--- src/rtl/i2c_clock_generator_param_if.sv ---
// Bus bundle between the I2C master datapath and the SCL timing generator.
// The generator sits on the slave modport; the controlling side uses master.
interface i2c_clock_generator_param_if #(
  parameter int CLK_FREQ_W = 30,
  parameter int BAUD_W     = 20
);
  logic                  Enable;
  logic                  Load;
  logic [BAUD_W-1:0]     BaudRate;
  logic [CLK_FREQ_W-1:0] ClockFrequency;
  logic                  SclIn;
  logic                  ClockI2C;
  logic [1:0]            Phase;
  logic                  QuarterTick;
  logic                  FallStrobe;
  logic                  RiseStrobe;
  logic                  Busy;
  logic                  Stretching;
  logic                  DivisorError;

  modport master (
    output Enable, Load, BaudRate, ClockFrequency, SclIn,
    input  ClockI2C, Phase, QuarterTick, FallStrobe, RiseStrobe,
           Busy, Stretching, DivisorError
  );

  modport slave (
    input  Enable, Load, BaudRate, ClockFrequency, SclIn,
    output ClockI2C, Phase, QuarterTick, FallStrobe, RiseStrobe,
           Busy, Stretching, DivisorError
  );
endinterface

--- src/rtl/i2c_clock_generator_param.sv ---
// SCL timing generator: a restoring divider derives the quarter-bit count
// Q = ClockFrequency / (4*BaudRate), then a 4-phase sequencer drives SCL with stretch support.
module i2c_clock_generator_param #(
  parameter int CLK_FREQ_W = 30,
  parameter int BAUD_W     = 20
) (
  input logic                         clock,
  input logic                         Reset,
  i2c_clock_generator_param_if.slave  bus
);
  localparam int DVS_W = BAUD_W + 2;
  localparam int BIT_W = $clog2(CLK_FREQ_W);
  localparam logic [BIT_W-1:0]      LAST_BIT = BIT_W'(CLK_FREQ_W - 1);
  localparam logic [BIT_W-1:0]      ONE_BIT  = BIT_W'(1);
  localparam logic [CLK_FREQ_W-1:0] ZERO_Q   = {CLK_FREQ_W{1'b0}};
  localparam logic [CLK_FREQ_W-1:0] ONE_Q    = CLK_FREQ_W'(1);
  localparam logic [DVS_W-1:0]      ZERO_DVS = {DVS_W{1'b0}};

  typedef enum logic [1:0] {
    ST_IDLE = 2'd0,
    ST_CALC = 2'd1,
    ST_RUN  = 2'd2
  } state_e;

  state_e                state_q, state_d;
  logic [CLK_FREQ_W-1:0] cnt_q, cnt_d;
  logic [1:0]            phase_q, phase_d;
  logic                  scl_q, scl_d;
  logic                  qtick_q, qtick_d;
  logic                  fall_q, fall_d;
  logic                  rise_q, rise_d;
  logic                  busy_q, busy_d;
  logic                  stretch_q, stretch_d;
  logic                  derr_q, derr_d;
  logic [CLK_FREQ_W-1:0] qdiv_q, qdiv_d;
  logic [CLK_FREQ_W-1:0] dvd_q, dvd_d;
  logic [DVS_W-1:0]      dvs_q, dvs_d;
  logic [DVS_W-1:0]      rem_q, rem_d;
  logic [CLK_FREQ_W-1:0] quo_q, quo_d;
  logic [BIT_W-1:0]      bit_q, bit_d;

  logic [DVS_W:0]        rem_shift_s;
  logic [DVS_W-1:0]      rem_sub_s;
  logic                  quo_bit_s;
  logic [CLK_FREQ_W-1:0] quo_next_s;
  logic                  wrap_s;
  logic                  hold_s;

  // next-state, divider step and registered-output computation
  always_comb begin
    state_d   = state_q;
    cnt_d     = cnt_q;
    phase_d   = phase_q;
    scl_d     = scl_q;
    qtick_d   = 1'b0;
    fall_d    = 1'b0;
    rise_d    = 1'b0;
    stretch_d = 1'b0;
    busy_d    = busy_q;
    derr_d    = derr_q;
    qdiv_d    = qdiv_q;
    dvd_d     = dvd_q;
    dvs_d     = dvs_q;
    rem_d     = rem_q;
    quo_d     = quo_q;
    bit_d     = bit_q;

    rem_shift_s = {rem_q, dvd_q[CLK_FREQ_W-1]};
    if (rem_shift_s >= {1'b0, dvs_q}) begin
      rem_sub_s = rem_shift_s[DVS_W-1:0] - dvs_q;
      quo_bit_s = 1'b1;
    end else begin
      rem_sub_s = rem_shift_s[DVS_W-1:0];
      quo_bit_s = 1'b0;
    end
    quo_next_s = {quo_q[CLK_FREQ_W-2:0], quo_bit_s};
    wrap_s     = (cnt_q == (qdiv_q - ONE_Q));
    // the first cycle of phase 2 is the bus rise allowance and never stretches
    hold_s     = phase_q[1] && !bus.SclIn && !((phase_q == 2'd2) && (cnt_q == ZERO_Q));

    if (bus.Load) begin
      state_d = ST_CALC;
      busy_d  = 1'b1;
      scl_d   = 1'b1;
      phase_d = 2'd0;
      cnt_d   = ZERO_Q;
      dvd_d   = bus.ClockFrequency;
      dvs_d   = {bus.BaudRate, 2'b00};
      rem_d   = ZERO_DVS;
      quo_d   = ZERO_Q;
      bit_d   = {BIT_W{1'b0}};
    end else begin
      case (state_q)
        ST_IDLE: begin
          if (bus.Enable && (qdiv_q != ZERO_Q)) begin
            state_d = ST_RUN;
            scl_d   = 1'b0;
            fall_d  = 1'b1;
            phase_d = 2'd0;
            cnt_d   = ZERO_Q;
          end else begin
            state_d = ST_IDLE;
          end
        end
        ST_CALC: begin
          dvd_d = dvd_q << 1;
          rem_d = rem_sub_s;
          quo_d = quo_next_s;
          bit_d = bit_q + ONE_BIT;
          if (bit_q == LAST_BIT) begin
            busy_d = 1'b0;
            if ((dvs_q == ZERO_DVS) || (quo_next_s == ZERO_Q)) begin
              derr_d  = 1'b1;
              state_d = ST_IDLE;
            end else begin
              derr_d = 1'b0;
              qdiv_d = quo_next_s;
              if (bus.Enable) begin
                state_d = ST_RUN;
                scl_d   = 1'b0;
                fall_d  = 1'b1;
                phase_d = 2'd0;
                cnt_d   = ZERO_Q;
              end else begin
                state_d = ST_IDLE;
              end
            end
          end else begin
            state_d = ST_CALC;
          end
        end
        ST_RUN: begin
          if (!bus.Enable) begin
            state_d = ST_IDLE;
            scl_d   = 1'b1;
            phase_d = 2'd0;
            cnt_d   = ZERO_Q;
          end else if (hold_s) begin
            stretch_d = 1'b1;
          end else if (wrap_s) begin
            cnt_d   = ZERO_Q;
            phase_d = phase_q + 2'd1;
            qtick_d = 1'b1;
            case (phase_q)
              2'd1: begin
                scl_d  = 1'b1;
                rise_d = 1'b1;
              end
              2'd3: begin
                scl_d  = 1'b0;
                fall_d = 1'b1;
              end
              default: begin
                scl_d = scl_q;
              end
            endcase
          end else begin
            cnt_d = cnt_q + ONE_Q;
          end
        end
        default: begin
          state_d = ST_IDLE;
          scl_d   = 1'b1;
          phase_d = 2'd0;
          cnt_d   = ZERO_Q;
          busy_d  = 1'b0;
        end
      endcase
    end
  end

  // state and datapath registers
  always_ff @(posedge clock or negedge Reset) begin
    if (!Reset) begin
      state_q   <= ST_IDLE;
      cnt_q     <= ZERO_Q;
      phase_q   <= 2'd0;
      scl_q     <= 1'b1;
      qtick_q   <= 1'b0;
      fall_q    <= 1'b0;
      rise_q    <= 1'b0;
      busy_q    <= 1'b0;
      stretch_q <= 1'b0;
      derr_q    <= 1'b0;
      qdiv_q    <= ZERO_Q;
      dvd_q     <= ZERO_Q;
      dvs_q     <= ZERO_DVS;
      rem_q     <= ZERO_DVS;
      quo_q     <= ZERO_Q;
      bit_q     <= {BIT_W{1'b0}};
    end else begin
      state_q   <= state_d;
      cnt_q     <= cnt_d;
      phase_q   <= phase_d;
      scl_q     <= scl_d;
      qtick_q   <= qtick_d;
      fall_q    <= fall_d;
      rise_q    <= rise_d;
      busy_q    <= busy_d;
      stretch_q <= stretch_d;
      derr_q    <= derr_d;
      qdiv_q    <= qdiv_d;
      dvd_q     <= dvd_d;
      dvs_q     <= dvs_d;
      rem_q     <= rem_d;
      quo_q     <= quo_d;
      bit_q     <= bit_d;
    end
  end

  assign bus.ClockI2C     = scl_q;
  assign bus.Phase        = phase_q;
  assign bus.QuarterTick  = qtick_q;
  assign bus.FallStrobe   = fall_q;
  assign bus.RiseStrobe   = rise_q;
  assign bus.Busy         = busy_q;
  assign bus.Stretching   = stretch_q;
  assign bus.DivisorError = derr_q;
endmodule

--- src/flat_wrapper.sv ---
// flat-port wrapper written by rule: the top's interface ports become plain ports
module i2c_clock_generator_param_flat 
#(
  parameter int CLK_FREQ_W = 30,
  parameter int BAUD_W     = 20
)
  (clock, Reset, bus_Enable, bus_Load, bus_BaudRate, bus_ClockFrequency, bus_SclIn, bus_ClockI2C, bus_Phase, bus_QuarterTick, bus_FallStrobe, bus_RiseStrobe, bus_Busy, bus_Stretching, bus_DivisorError);
  i2c_clock_generator_param_if #(.CLK_FREQ_W(CLK_FREQ_W), .BAUD_W(BAUD_W)) bus_i ();
  input logic clock;
  input logic Reset;
  input wire logic [$bits(bus_i.Enable)-1:0] bus_Enable;
  input wire logic [$bits(bus_i.Load)-1:0] bus_Load;
  input wire logic [$bits(bus_i.BaudRate)-1:0] bus_BaudRate;
  input wire logic [$bits(bus_i.ClockFrequency)-1:0] bus_ClockFrequency;
  input wire logic [$bits(bus_i.SclIn)-1:0] bus_SclIn;
  output wire logic [$bits(bus_i.ClockI2C)-1:0] bus_ClockI2C;
  output wire logic [$bits(bus_i.Phase)-1:0] bus_Phase;
  output wire logic [$bits(bus_i.QuarterTick)-1:0] bus_QuarterTick;
  output wire logic [$bits(bus_i.FallStrobe)-1:0] bus_FallStrobe;
  output wire logic [$bits(bus_i.RiseStrobe)-1:0] bus_RiseStrobe;
  output wire logic [$bits(bus_i.Busy)-1:0] bus_Busy;
  output wire logic [$bits(bus_i.Stretching)-1:0] bus_Stretching;
  output wire logic [$bits(bus_i.DivisorError)-1:0] bus_DivisorError;
  assign bus_i.Enable = bus_Enable;
  assign bus_i.Load = bus_Load;
  assign bus_i.BaudRate = bus_BaudRate;
  assign bus_i.ClockFrequency = bus_ClockFrequency;
  assign bus_i.SclIn = bus_SclIn;
  assign bus_ClockI2C = bus_i.ClockI2C;
  assign bus_Phase = bus_i.Phase;
  assign bus_QuarterTick = bus_i.QuarterTick;
  assign bus_FallStrobe = bus_i.FallStrobe;
  assign bus_RiseStrobe = bus_i.RiseStrobe;
  assign bus_Busy = bus_i.Busy;
  assign bus_Stretching = bus_i.Stretching;
  assign bus_DivisorError = bus_i.DivisorError;
  i2c_clock_generator_param #(.CLK_FREQ_W(CLK_FREQ_W), .BAUD_W(BAUD_W)) u_core (.clock(clock), .Reset(Reset), .bus(bus_i));
endmodule
--- config.mk ---
export PLATFORM = sky130hd
export DESIGN_NAME = i2c_clock_generator_param_flat
export DESIGN_NICKNAME = d
export VERILOG_FILES = /design/src/rtl/i2c_clock_generator_param_if.sv /design/src/rtl/i2c_clock_generator_param.sv /design/src/flat_wrapper.sv
export SDC_FILE = /design/constraint.sdc
export NUM_CORES = 1
export LEC_CHECK = 0
export ABC_CLOCK_PERIOD_IN_PS = 4000
export BUFFER_PORTS_ARGS = -buffer_cell sky130_fd_sc_hd__buf_2
export CORE_MARGIN = 2
export CORE_UTILIZATION = 50
export DETAILED_ROUTE_END_ITERATION = 16
export PLACE_DENSITY = 0.66
export SKIP_CTS_REPAIR_TIMING = 1
export SLEW_MARGIN = 20
export SYNTH_ARGS = -nofsm -noshare
export SYNTH_HDL_FRONTEND = slang
export SYNTH_SLANG_ARGS = --single-unit
--- constraint.sdc ---
create_clock -name clock -period 4 [get_ports clock]
set_clock_uncertainty 0.05 [all_clocks]
set_input_delay 0.8 -clock clock [delete_from_list [all_inputs] [get_ports clock]]
set_output_delay 0.8 -clock clock [all_outputs]
set_load 0.005 [all_outputs]
==> flow_metrics.env, run 1 <==
export IMPL_relSlewSlack=0.331
export IMPL_fin_nets=1228
export IMPL_ys_async_sr_fraction=1.00
export IMPL_grt_use_met2=0.377
export IMPL_max_freq_mhz=267
export IMPL_path_class="flop to flop"
export IMPL_met1_usage=0.332
export IMPL_ys_seq_area_frac=0.435
export IMPL_p_leak_nw=5.19
export IMPL_multi_input_area_mm2=0.00533
export IMPL_wirelength_um=23900
export IMPL_ys_ff_latch=177
export IMPL_min_path_type="input pin to async pin"
export IMPL_ys_types=64
export IMPL_finalCritPeriodShare=0.938
export IMPL_synth_top_cell_by_area="dfrtp_1"
export IMPL_report_final_slew_viol_count=0
export IMPL_clk_insertion_delay_late_ps=440
export IMPL_finalPower_mw=5.13
export IMPL_start_util=0.506
export IMPL_diodes=0
export IMPL_final_util=0.565
export IMPL_rr_worst_depth=9
export IMPL_core_area_mm2=0.0201
export IMPL_busiest_layer="met2"
export IMPL_cp_arrival_ps=4030
export IMPL_first_pass_iters=5
export IMPL_pre_cts_ws_ps=207
export IMPL_seqCellArea_mm2=0.00443
export IMPL_worstMarginPinSlew_ps=1000
export IMPL_cts_buffer_depth=2
export IMPL_antenna_found_initial=0
export IMPL_synth_flop_cell="dfrtp_1"
export IMPL_outcome="finished, final reports clean"
export IMPL_grt_pass1_vias=8010
export IMPL_cts_htree_levels=4
export IMPL_synth_top_area_share=0.433
export IMPL_syn_area_mm2=0.0102
export IMPL_grt_overflow=0
export IMPL_critPathCaptureType="flop"
export IMPL_die_x_um=147
export IMPL_post_dp_hpwl_um=16600
export IMPL_cap_violations=0
export IMPL_finalWorstPathRequiredPeriod_ps=3750
export IMPL_place_gp_congestion=0.877
export IMPL_fillers=1781
export IMPL_clk_transition_reported_paths_ps=70
export IMPL_setup_slack_ps=249
export IMPL_ys_warn_count=0
export IMPL_drc=0
export IMPL_cts_buffers=17
export IMPL_ios=64
export IMPL_cts_num_sinks=177
export IMPL_avgSynthCellArea_um2=9.18
export IMPL_vias=8277
export IMPL_drive_gt1_frac=0.148
export IMPL_grt_pass1_wl_um=41100
export IMPL_synth_edff_count=0
export IMPL_vias_per_cell=5.80
export IMPL_crit_required_ps=4280
export IMPL_cp_max_fo=10
export IMPL_grt_setup_unrepaired="no"
export IMPL_wl_per_cell_um=16.8
export IMPL_rows=52
export IMPL_syn2layout_area_growth_pct=11.7
export IMPL_grt_total_usage=0.234
export IMPL_io_buffers=63
export IMPL_dieArea_mm2=0.0215
export IMPL_synth_cells=1108
export IMPL_cts_tree="done"
export IMPL_grt_max_degree=72
export IMPL_ir_worst_vdd_uv=296
export IMPL_start_kind="flop"
export IMPL_fp_dieH_um=147
export IMPL_ant_nets=0
export IMPL_synthTopCellsByArea="dfrtp_1, nand2_1, mux2i_1, o21ai_0, mux2_2"
export IMPL_power_density_mw_per_mm2=451
export IMPL_hold_violations=0
export IMPL_setup_tns_final_ps=0
export IMPL_grtUsageMet3=0.0403
export IMPL_cts_root_buffer="clkbuf_16"
export IMPL_first_iter_violations=568
export IMPL_syn_num_nets=1192
export IMPL_setup_viol=0
## power by group
part	internal, mW	switching (mW)	leakage (nW)
sequential	1.94	0.116	2.35
clock	0.837	0.823	0.277
combinational	0.603	0.814	2.57
## through the flow
step           hold slack (ps)  instances  cell area, um2
2_1_floorplan              438       1108           10200
3_3_place_gp               468       1394           10800
3_5_place_dp               472       1394           10800
4_1_cts                    344       1426           11400
5_1_grt                    373       1427           11400
6_report                   304       1427           11400
## cells in the mapped netlist, drive strengths merged (3+ instances only)
cell / count
a22o: 14
o31ai: 15
xor2: 30
mux2: 33
nor2: 68
ha: 28
nor4b: 6
nor3: 25
a31o: 7
and3: 13
or4: 5
o22ai: 4
o211ai: 8
a211oi: 12
nand4: 22
nor2b: 7
or2: 5
inv: 50
a21oi: 60
a31oi: 7
a21o: 5
xnor2: 28
buf: 12
nand2: 149
nand3: 23
or3: 10
o21ai: 83
clkbuf: 55
nand3b: 3
and2: 8
dfrtp: 176
mux2i: 45
nor4: 30
o31a: 11
o21a: 7
o2111ai: 9
nand2b: 6
## placed cells by master (no fill, tap or decap), types with 9 or more instances in the layout
master     netlist  final
dfrtp_1        176    176
nand2_1        149    149
o21ai_0         83     83
nor2_1          68     67
buf_2            3     61
a21oi_1         60     60
inv_1           50     50
mux2i_1         45     45
mux2_2          33     33
xor2_1          30     30
nor4_1          28     28
xnor2_1         28     28
ha_1            28     28
nand3_1         23     23
nor3_1          23     23
nand4_1         22     22
buf_4            0     20
clkbuf_16        0     17
o31ai_1         15     14
a22o_1          14     14
and3_1          13     13
a211oi_1        12     12
o31a_1          11     11
or3_1            9      9
o2111ai_1        9      9
## final cells by class
type,count,area share
Clock buffer,17,0.0374
Clock inverter,15,0.0141
Inverter,50,0.0165
Multi-Input combinational cell,814,0.469
Sequential cell,177,0.390
Tap cell,270,0.0297
Timing Repair Buffer,84,0.0438
## critical path, cell delays in order, from the launching register on
cell	delay, ps
dfrtp_1	480
or4_1	670
nor4_4	510
nand2_1	200
o41ai_1	430
o211ai_1	310
nor4b_4	420
buf_4	260
o31ai_1	90
a22o_1	240
## sequential cells by signal, summed over array words and instances, names as in the netlist, 5 cells and up
signal         count
u_core.qdiv_q     30
u_core.dvd_q      30
u_core.quo_q      29
u_core.bit_q       5
u_core.dvs_q      20
u_core.cnt_q      30
u_core.rem_q      22
## per-layer routing
metal,routed length [um],up-vias
met3,988,22
li1,-,4042
met4,282,0
met1,11300,4031
met2,11400,182
met5,0,-
## worst paths after layout
| kind | startpoint | to | slack (ps) |
|---|---|---|---|
| min in group clock | u_core.bus.Busy | u_core.bus.Busy | 480 |
| max | u_core.qdiv_q[5] | u_core.cnt_q[10] | 250 |
| max reg2reg | u_core.qdiv_q[5] | u_core.cnt_q[10] | 250 |
| min | Reset | u_core.cnt_q[5] | 300 |
| max in group asynchronous | Reset | u_core.bus.ClockI2C | 2680 |
| min reg2reg | u_core.bus.Busy | u_core.bus.Busy | 480 |
## cells by family after synthesis
kind of cell	share of synthesized area
AO/OA/AOI/OAI	0.164
adder cells (fa/ha/maj)	0.0364
AND/OR/NAND/NOR	0.189
flip-flops	0.435
buffers and inverters	0.0443
XOR/XNOR	0.0499
multiplexers	0.0808
No activity file was read; power rests on OpenSTA's default activity.
==> inputs of run 2 (changes only) <==
- CELL_PAD_IN_SITES_DETAIL_PLACEMENT: not set -> 0
- CELL_PAD_IN_SITES_GLOBAL_PLACEMENT: not set -> 2
- CORE_UTILIZATION: 50 -> 39
- CTS_CLUSTER_SIZE: not set -> 25
- PLACE_DENSITY: 0.66 -> 0.79
==> run 2 against run 1 <==
Total power up 2.9%. Die area up 27%. Clock power up 9.6%. Critical path depth unchanged. Sequential share of layout area down 0.59 points. Critical path type unchanged. Critical endpoint is now u_core.cnt_q[16]. Largest cell class unchanged.
==> flow_metrics.env, run 2 (synthesis results as in run 1) <==
export IMPL_outcome="finished, final reports clean"
export IMPL_diodes=0
export IMPL_report_final_slew_viol_count=0
export IMPL_cp_arrival_ps=4060
export IMPL_critPathCaptureType="flop"
export IMPL_reg_top3="u_core.cnt_q (30), u_core.dvd_q (30), u_core.qdiv_q (30)"
export IMPL_p_leak_nw=5.25
export IMPL_antenna_found_initial=0
export IMPL_cts_root_buffer="clkbuf_16"
export IMPL_syn2layout_area_growth_pct=13.4
export IMPL_core_area_mm2=0.0258
export IMPL_max_freq_mhz=264
export IMPL_post_dp_hpwl_um=18000
export IMPL_setup_tns_final_ps=0
export IMPL_path_class="flop to flop"
export IMPL_setup_viol=0
export IMPL_cts_num_sinks=177
export IMPL_cts_buffer_depth=2
export IMPL_relSlewSlack=0.435
export IMPL_fin_nets=1232
export IMPL_finalPower_mw=5.28
export IMPL_cp_cell_sequence="or4_1, nor4_4, nand2_1, o41ai_1, o211ai_1, nor4b_4, buf_4, o31ai_1, a22o_1"
export IMPL_max_stage_delay_ps=650
export IMPL_min_path_type="input pin to async pin"
export IMPL_start_util=0.394
export IMPL_cts_htree_levels=4
export IMPL_wl_per_cell_um=17.4
export IMPL_first_iter_violations=514
export IMPL_grt_pass1_wl_um=43000
export IMPL_timing_hold_ws_ps=316
export IMPL_grt_setup_unrepaired="no"
export IMPL_clk_transition_reported_paths_ps=80
export IMPL_rows=59
export IMPL_drive_gt1_frac=0.152
export IMPL_grt_total_usage=0.199
export IMPL_grt_overflow=0
export IMPL_place_gp_congestion=0.853
export IMPL_final_cells=1496
export IMPL_first_pass_iters=5
export IMPL_ant_nets=0
export IMPL_crit_required_ps=4280
export IMPL_layout_common_cells="dfrtp_1, nand2_1, o21ai_0"
export IMPL_cp_slowest_cell="or4_1"
export IMPL_drc=0
export IMPL_die_x_um=166
export IMPL_vias=8166
export IMPL_wirelength_um=26000
export IMPL_vias_per_cell=5.46
export IMPL_ios=64
export IMPL_dp_cells=1464
export IMPL_worstMarginPinSlew_ps=837
export IMPL_io_buffers=63
export IMPL_grt_max_degree=152
export IMPL_dieArea_mm2=0.0274
export IMPL_fillers=2509
export IMPL_power_density_mw_per_mm2=457
export IMPL_cap_violations=0
export IMPL_ir_worst_vdd_uv=273
export IMPL_finalWorstPathRequiredPeriod_ps=3790
export IMPL_cts_tree="done"
export IMPL_start_kind="flop"
export IMPL_fp_dieH_um=166
export IMPL_finalCritPeriodShare=0.947
export IMPL_grt_pass1_vias=8161
export IMPL_layout_commonest_cell="dfrtp_1"
export IMPL_cp_max_fo=18
export IMPL_clk_insertion_delay_late_ps=440
export IMPL_cts_buffers=17
export IMPL_hold_violations=0
-- run 2: path summary, 6_finish.rpt --
check / start / end / slack, ps / cells after the start
worst min register to register: u_core.dvd_q[0] / u_core.dvd_q[0] / 480 / 2
min in group clock: u_core.dvd_q[0] / u_core.dvd_q[0] / 480 / 2
worst max-delay path: u_core.qdiv_q[6] / u_core.cnt_q[16] / 210 / 9
max in group asynchronous: Reset / u_core.quo_q[23] / 2730 / 2
worst min-delay path: Reset / u_core.cnt_q[5] / 320 / 1
worst max register to register: u_core.qdiv_q[6] / u_core.cnt_q[16] / 210 / 9
-- run 2: area by class of cell --
type                       count  area, um2  share of cell area
clock buffer                  17        425              0.0369
clock inverter                15        209              0.0181
inverter                      50        188              0.0163
multi-input combinational    814       5330               0.462
sequential                   177       4430               0.384
tap                          335        419              0.0363
timing repair buffer          88        537              0.0465
-- run 2: worst max-delay path, delay by kind of cell, from the launching register on --
family / cells / cell delay (ps)
flops: 1 / 450
simple gates: 4 / 1760
compound gates: 4 / 1090
buf+inv: 1 / 330
-- run 2: report_power, final --
group / switching [mW] / internal [mW]
clock: 0.847 / 0.971
sequential: 0.117 / 1.94
combinational: 0.808 / 0.596
total: 1.77 / 3.50
-- run 2: routing by layer --
metal | track usage | wire [um] | up-vias
met5 | 0 | 0 | -
met4 | 0.0576 | 355 | 0
met3 | 0.0277 | 631 | 25
met2 | 0.329 | 12400 | 112
met1 | 0.274 | 12600 | 3978
li1 | - | - | 4051
-- run 2: through the flow --
step                      cell area, um2  worst slack (ps)  utilization
after global placement             10900               306        0.422
final                              11500               212        0.447
after detailed placement           10900               243        0.422
after CTS                          11500               228        0.446
after global routing               11500              25.9        0.447
after floorplan                    10200               467            -
==> inputs of run 3 (changes only) <==
--- a/config.mk
+++ b/config.mk
@@ -7,5 +7,5 @@
 export LEC_CHECK = 0
 export ABC_CLOCK_PERIOD_IN_PS = 4000
-export BUFFER_PORTS_ARGS = -buffer_cell sky130_fd_sc_hd__buf_2
+export BUFFER_PORTS_ARGS = -buffer_cell sky130_fd_sc_hd__buf_4
 export CELL_PAD_IN_SITES_DETAIL_PLACEMENT = 0
 export CELL_PAD_IN_SITES_GLOBAL_PLACEMENT = 2
--- a/constraint.sdc
+++ b/constraint.sdc
@@ -3,3 +3,3 @@
 set_input_delay 0.8 -clock clock [delete_from_list [all_inputs] [get_ports clock]]
 set_output_delay 0.8 -clock clock [all_outputs]
-set_load 0.005 [all_outputs]
+set_load 0.01 [all_outputs]
==> run 3 against run 2 <==
Flip-flop and latch count did not move. Core utilization rose by 0.34 points. First-iteration DRC count rose by 4.5%. Clock power fell by 4%. Critical path type unchanged. Setup slack improved by 57 ps. Combinational power barely moved.
==> flow_metrics.env, run 3 (synthesis results as in run 1) <==
export IMPL_critPathBufInv=1
export IMPL_core_area_mm2=0.0258
export IMPL_cts_htree_levels=4
export IMPL_fin_nets=1230
export IMPL_cts_buffer_depth=2
export IMPL_max_stage_delay_ps=760
export IMPL_antenna_found_initial=0
export IMPL_worstMarginPinSlew_ps=987
export IMPL_path_class="flop to flop"
export IMPL_relSlewSlack=0.339
export IMPL_post_dp_hpwl_um=18300
export IMPL_max_freq_mhz=268
export IMPL_seqCellArea_mm2=0.00443
export IMPL_io_buffers=63
export IMPL_critPathCaptureType="flop"
export IMPL_cts_root_buffer="clkbuf_16"
export IMPL_cp_slowest_cell="nor3_2"
export IMPL_cts_tree="done"
export IMPL_outcome="finished, final reports clean"
export IMPL_fillers=2553
export IMPL_grt_max_degree=76
export IMPL_drc=0
export IMPL_grt_setup_unrepaired="no"
export IMPL_wl_per_cell_um=17.3
export IMPL_first_iter_violations=537
export IMPL_die_x_um=166
export IMPL_setup_tns_final_ps=0
export IMPL_report_final_slew_viol_count=0
export IMPL_crit_cells=10
export IMPL_first_pass_iters=5
export IMPL_grt_pass1_wl_um=43000
export IMPL_setup_viol=0
export IMPL_timing_hold_ws_ps=169
export IMPL_clk_insertion_delay_late_ps=450
export IMPL_hold_violations=0
export IMPL_diodes=0
export IMPL_min_path_type="input pin to async pin"
export IMPL_cts_num_sinks=177
export IMPL_vias_per_cell=5.46
export IMPL_ios=64
export IMPL_cp_max_fo=15
export IMPL_wirelength_um=25900
export IMPL_layout_commonest_cell="dfrtp_1"
export IMPL_drive_gt1_frac=0.149
export IMPL_path_delay_family="simple AND/OR/NAND/NOR gates"
export IMPL_cts_buffers=17
export IMPL_vias=8157
export IMPL_ir_worst_vdd_uv=263
export IMPL_ant_nets=0
export IMPL_multi_input_area_mm2=0.00532
export IMPL_layout_common_cells="dfrtp_1, nand2_1, buf_4"
export IMPL_dieArea_mm2=0.0274
export IMPL_grt_overflow=0
export IMPL_p_leak_nw=5.27
export IMPL_clk_transition_reported_paths_ps=90
export IMPL_cp_arrival_ps=4070
export IMPL_rr_worst_depth=10
export IMPL_start_util=0.394
export IMPL_reg_top3="u_core.cnt_q (30), u_core.dvd_q (30), u_core.qdiv_q (30)"
export IMPL_cap_violations=0
export IMPL_crit_required_ps=4340
export IMPL_power_density_mw_per_mm2=447
export IMPL_fp_dieH_um=166
export IMPL_syn2layout_area_growth_pct=14.3
export IMPL_finalWorstPathRequiredPeriod_ps=3730
export IMPL_place_gp_congestion=0.867
export IMPL_grt_pass1_vias=8046
export IMPL_start_kind="flop"
export IMPL_finalCritPeriodShare=0.933
export IMPL_grt_total_usage=0.200
export IMPL_rows=59
export IMPL_cp_cell_sequence="nor4_2, nand4_1, buf_4, or4_1, and3_1, o21bai_1, a221o_1, nor4b_4, nor3_2, mux2_2"
-- run 3: cell count changes in the layout (fill, tap and decap cells not counted) --
cell | before | now
buf_12 | 2 | 1
clkinv_4 | 1 | 4
nor3_1 | 22 | 23
bufinv_16 | 2 | 1
inv_6 | 4 | 2
buf_2 | 61 | 0
nor3_4 | 1 | 0
inv_8 | 5 | 6
inv_12 | 1 | 0
buf_4 | 24 | 84
-- run 3: area by class of cell --
type | instances | area share
clock buffer | 17 | 0.0366
clock inverter | 15 | 0.0157
inverter | 50 | 0.0161
multi-input combinational | 814 | 0.458
sequential | 177 | 0.381
tap | 335 | 0.0360
timing repair buffer | 86 | 0.0569
-- run 3: final timing paths --
path	startpoint	end	slack, ps
worst max-delay path	u_core.qdiv_q[5]	u_core.cnt_q[0]	270
worst min-delay path	Reset	u_core.cnt_q[5]	170
worst max register to register	u_core.qdiv_q[5]	u_core.cnt_q[0]	270
worst min register to register	u_core.bus.Busy	u_core.bus.Busy	470
max in group asynchronous	Reset	u_core.rem_q[12]	2850
min in group clock	u_core.bus.Busy	u_core.bus.Busy	470
-- run 3: metal layers --
layer  global-route usage  wire (um)
met2                0.331      12400
met1                0.271      12300
met5                    0          0
met4               0.0517        380
met3               0.0370        832
-- run 3: where the power goes --
| group | switching (mW) | leakage, nW | internal, mW | total (mW) |
|---|---|---|---|---|
| clock network | 0.833 | 0.299 | 0.902 | 1.74 |
| logic | 0.802 | 2.62 | 0.612 | 1.41 |
| registers | 0.118 | 2.35 | 1.94 | 2.06 |
-- run 3: worst reg2reg max path: stages, from the launching register on --
cell,delay (ps)
dfrtp_1,470
nor4_2,500
nand4_1,240
buf_4,210
or4_1,450
and3_1,190
o21bai_1,120
a221o_1,300
nor4b_4,90
nor3_2,760
mux2_2,300
-- run 3: metrics by stage --
stage                     total power, mW  setup WS (ps)  std cells  cell area (um2)   util
after global placement               3.51            322       1462            11000  0.427
after floorplan                      3.13            467       1108            10200      -
after global routing                 5.55           20.0       1494            11600  0.450
after CTS                            5.28            257       1494            11600  0.450
after detailed placement             3.52            303       1462            11000  0.427
final                                5.20            269       1494            11600  0.450
